`config.mk`:
```
export PLATFORM = sky130hd
export DESIGN_NAME = fifo_read_arbiter
export DESIGN_NICKNAME = d
export VERILOG_FILES = /design/src/rtl/fifo_read_arbiter.sv
export SDC_FILE = /design/constraint.sdc
export NUM_CORES = 1
export LEC_CHECK = 0
export CAP_MARGIN = 25
export CORE_MARGIN = 2
export CORE_UTILIZATION = 45
export CTS_CLUSTER_DIAMETER = 30
export CTS_CLUSTER_SIZE = 10
export DETAILED_ROUTE_END_ITERATION = 8
export PLACE_DENSITY = 0.8
export SYNTH_ARGS = -nofsm -noshare
export SYNTH_HDL_FRONTEND = slang
export SYNTH_SLANG_ARGS = --single-unit
```
`constraint.sdc`:
```
create_clock -name rclk -period 5 [get_ports rclk]
set_clock_uncertainty 0.2 [all_clocks]
set_input_delay 0.5 -clock rclk [delete_from_list [all_inputs] [get_ports rclk]]
set_output_delay 0.5 -clock rclk [all_outputs]
set_load 0.02 [all_outputs]
```
`src/rtl/fifo_read_arbiter.sv`:
```
// fifo_read_arbiter: round-robin burst arbiter that shares one async-FIFO
// read port among NREQ consumers. It drives the pop strobe into the read
// controller and returns each popped word to the consumer that owns the grant.
// Optional build macro: FIFO_ARB_PRIO0_EN. When it is defined, consumer 0 has
// absolute priority in IDLE, and the others are served round-robin.
module fifo_read_arbiter #(
  parameter int NREQ       = 4,
  parameter int DATA_WIDTH = 8,
  parameter int MAX_BURST  = 8
) (
  input  logic                  rclk,
  input  logic                  rrst_n,
  input  logic [NREQ-1:0]       req_i,
  input  logic                  rempty_i,
  input  logic [DATA_WIDTH-1:0] rdata_i,
  output logic                  rinc_o,
  output logic [NREQ-1:0]       gnt_o,
  output logic [DATA_WIDTH-1:0] dout_o,
  output logic [NREQ-1:0]       dvalid_o,
  output logic                  busy_o
);

  localparam int IDXW = (NREQ > 1) ? $clog2(NREQ) : 1;
  localparam int CNTW = $clog2(MAX_BURST + 1);

  typedef enum logic {IDLE, BURST} state_t;

  state_t                state_q;
  logic [NREQ-1:0]       gnt_q;
  logic [IDXW-1:0]       last_q;
  logic [CNTW-1:0]       cnt_q;
  logic [CNTW-1:0]       cnt_d;
  logic [DATA_WIDTH-1:0] dout_q;
  logic [NREQ-1:0]       dvalid_q;

  logic [IDXW-1:0]       g_idx;
  logic                  req_g;
  logic                  rinc;
  logic                  burst_exit;
  logic                  win_found;
  logic [IDXW-1:0]       win_idx;
  logic [IDXW-1:0]       cand_idx;

  // Decode the one-hot grant into the index of the consumer being served.
  always_comb begin
    g_idx = '0;
    for (int i = 0; i < NREQ; i++) begin
      if (gnt_q[i]) g_idx = IDXW'(i);
    end
  end

  // The pop strobe is allowed only while the granted consumer still asks and the FIFO has data.
  always_comb begin
    req_g      = req_i[g_idx];
    rinc       = (state_q == BURST) && req_g && !rempty_i;
    cnt_d      = cnt_q + CNTW'(rinc);
    burst_exit = !req_g || rempty_i || (rinc && (cnt_q == CNTW'(MAX_BURST - 1)));
  end

  // Pick the next winner. The scan starts one past the last served consumer.
  // In priority mode, consumer 0 wins first. If req 0 is low, the scan never selects index 0.
  always_comb begin
    win_found = 1'b0;
    win_idx   = '0;
    cand_idx  = '0;
`ifdef FIFO_ARB_PRIO0_EN
    if (req_i[0]) begin
      win_found = 1'b1;
      win_idx   = '0;
    end
`endif
    for (int k = 1; k <= NREQ; k++) begin
      cand_idx = IDXW'((int'(last_q) + k) % NREQ);
      if (!win_found && req_i[cand_idx]) begin
        win_found = 1'b1;
        win_idx   = cand_idx;
      end
    end
  end

  // Arbitration FSM with the grant, the returned data and the round-robin pointer.
  always_ff @(posedge rclk or negedge rrst_n) begin
    if (!rrst_n) begin
      state_q  <= IDLE;
      gnt_q    <= '0;
      last_q   <= IDXW'(NREQ - 1);
      cnt_q    <= '0;
      dout_q   <= '0;
      dvalid_q <= '0;
    end else begin
      case (state_q)
        IDLE: begin
          dvalid_q <= '0;
          if ((|req_i) && !rempty_i && win_found) begin
            gnt_q   <= {{(NREQ-1){1'b0}}, 1'b1} << win_idx;
            cnt_q   <= '0;
            state_q <= BURST;
          end
        end
        BURST: begin
          cnt_q <= cnt_d;
          if (rinc) begin
            dout_q   <= rdata_i;
            dvalid_q <= gnt_q;
          end else begin
            dvalid_q <= '0;
          end
          if (burst_exit) begin
            state_q <= IDLE;
            gnt_q   <= '0;
            cnt_q   <= '0;
`ifdef FIFO_ARB_PRIO0_EN
            if (g_idx != '0) last_q <= g_idx;
`else
            last_q  <= g_idx;
`endif
          end
        end
        default: state_q <= IDLE;
      endcase
    end
  end

  assign rinc_o   = rinc;
  assign gnt_o    = gnt_q;
  assign dout_o   = dout_q;
  assign dvalid_o = dvalid_q;
  assign busy_o   = (state_q == BURST);

endmodule

```
==> reports/results.ini <==
[outcome]
status=finished clean

[yosys]
synthArstFlopShare_pct=100
syn_area_sq_um=1130
synth_flop_cell=dfrtp_1
yosysSeqAreaShare_pct=51.3
syn_nets=105
synth_cells=88
avgSynthCellArea_sq_um=12.8
synth_top_family_by_area=compound AO/OA/AOI/OAI gates
synth_simple_gate_area_share_pct=13.1
synth.ff_latch_count=23
synth_compound_area_share_pct=16.0
synth-xor-area-share_pct=0
ys_warn_count=0
synth_edf_count=0
synthAdderAreaFrac_pct=2.22
synth.distinct_cells=35
muxShareOfSynthArea_pct=14.7

[clock_tree]
post_cts_resized=0
clock_sinks=23
insertion_delay_ns=0.31
postCtsSetupBuffers=0
cts_tree=done
cts_buffers=3
root_buffer=clkbuf_4
postCtsHoldBufs=0
path_clk_slew_ns=0.11
ctsLongestPathBuffers=2
htreeDepth=1

[floorplanning]
start_util_pct=46.3
die-area_sq_um=2920
die_x_microns=54.1
die_y_microns=54.1
core-area_sq_um=2430
ios=33
rows=18

[detailed_routing]
dr_total_vias=853
totalWireLength_microns=2260
vias_per_cell=5.58
initialDrtViolationCount=13
drcViolationCount=0
first_pass_iters=4
drtAntennaViolNets=0
wl_per_cell_microns=14.8

[placed_design]
hpwl_microns=1730
dp.cells=149
gp_congestion=0.763
port_buffers=32
pre_cts_ws_ns=1.80

[worst_setup_path]
cp_common_cell=clkdlybuf4s50_1
cp_slowest_stage_delay_ns=0.62
path_class=input pin to output port
cp_data_arrival_time_ns=2.49
reg2reg_depth=8
crit_fanout=10
critPathSlowestCell=clkdlybuf4s50_1
worstSetupEndpointType=output port
worstPathCellList=clkdlybuf4s50_1 > nor4bb_1 > a311o_4 > nand2_4 > inv_6 > clkdlybuf4s50_1
startpoint_type=input pin
cp.required_ns=4.30

[sta]
fin_crit_sh_pct=63.8
rsz0062_at_grt=no
setup_tns_ns=0
setup_violations=0
period_needed_ns=3.19
setup_slack_ns=1.81
slew_violations=0
worstMarginPinSlew_ns=0.952
slew_headroom_pct=36.3
finalHoldViolCount=0
fmax_mhz=314

[pwr]
total_power_mw=0.749
cellPowerDensity_nw_per_um2=497
ir_worst_vdd_v=0.000300
leakagePower_nw=0.679

[grt]
antenna_found_initial=0
grt_pass1_vias=816
overflow=0
gr-usage-all-layers_pct=17.3
grt_pass1_wl_microns=3650
grt_max_degree=24

[layout]
nNetsFinal=141
utilization_pct=62.0
drive_gt1_share_pct=17.1
final_cells=153
antenna_cells=0
area_growth_pct=33.7

[worst_hold_path]
holdPathStages=2
min-delay-path-class=flip-flop to flip-flop

[run]
drv_cap=0

## kinds of logic after synthesis
logic type / count (synthesis)
and+or+nand+nor: 23
DFF: 23
AOI/OAI and AO/OA: 21
muxes: 12
buffers and inverters: 7
adders and majority gates: 2
## worst max-delay path, delay by kind of cell
family                 cells  cell delay (ns)
AND/OR/NAND/NOR            2             0.45
AO/OA/AOI/OAI              1             0.24
buffers and inverters      3             1.29
## cell usage after synthesis, types with 2 or more instances
master	count	share of area [%]
nor2_1	5	1.7
and3_1	4	2.2
or4_1	2	1.3
dfstp_2	2	4.7
a21oi_2	2	1.6
and3b_1	2	1.6
o2bb2ai_1	4	3.1
ha_1	2	2.2
inv_1	5	1.7
nand2b_1	2	1.1
a21oi_1	2	0.89
a22o_1	3	2.3
mux2_4	9	12
mux2i_1	3	2.7
dfrtp_1	21	47
## through the flow
step           hold slack [ns]  instance area [sq um]
3_5_place_dp             0.288                   1480
6_report                 0.294                   1510
2_1_floorplan          0.00441                   1130
4_1_cts                  0.300                   1510
3_3_place_gp             0.273                   1480
5_1_grt                  0.329                   1510
## final timing paths
check | from | to | slack [ns]
hold / removal | last_q[0] | last_q[0] | 0.29
hold reg to reg | last_q[0] | last_q[0] | 0.29
min in group asynchronous | rrst_n | dout_o[5] | 0.51
setup / recovery | req_i[2] | rinc_o | 1.81
setup reg to reg | gnt_o[1] | cnt_q[2] | 2.59
max in group asynchronous | rrst_n | dout_o[3] | 3.50
## placed cells by master (no fill, tap or decap), types with 3 or more instances in the layout
master,netlist,final
and3_1,4,4
inv_1,5,5
mux2i_1,3,3
o2bb2ai_1,4,4
nor2_1,5,5
a22o_1,3,3
clkbuf_4,0,3
dfrtp_1,21,21
mux2_4,9,9
clkdlybuf4s50_1,0,32
## state kept, by name, indices dropped and copies added (netlist names)
register / count
busy_o: 1
cnt_q: 4
dout_o: 8
dvalid_o: 4
gnt_o: 4
last_q: 2
## power by group
group          total [mW]  internal (mW)  switching [mW]  leakage [nW]
Clock              0.0830         0.0311          0.0519        0.0150
Sequential          0.298          0.245          0.0537         0.293
Combinational       0.368          0.199           0.169         0.371
## cell type report
type | count | area (sq um)
Inverter | 6 | 27.5
Clock buffer | 4 | 26.3
Multi-Input combinational cell | 58 | 518
Tap cell | 30 | 37.5
Sequential cell | 23 | 578
Timing Repair Buffer | 32 | 320
Fill cell | 219 | 925
## layer usage
metal  track usage, %  share of wire, %  vias to the layer above
li1                 -                 -                      404
met1             21.3                43                      401
met2             30.3                47                       44
met3             3.61               8.5                        4
met4             5.42               1.3                        0
met5                0                 0                        -
Power figures use the tool's default switching activity.
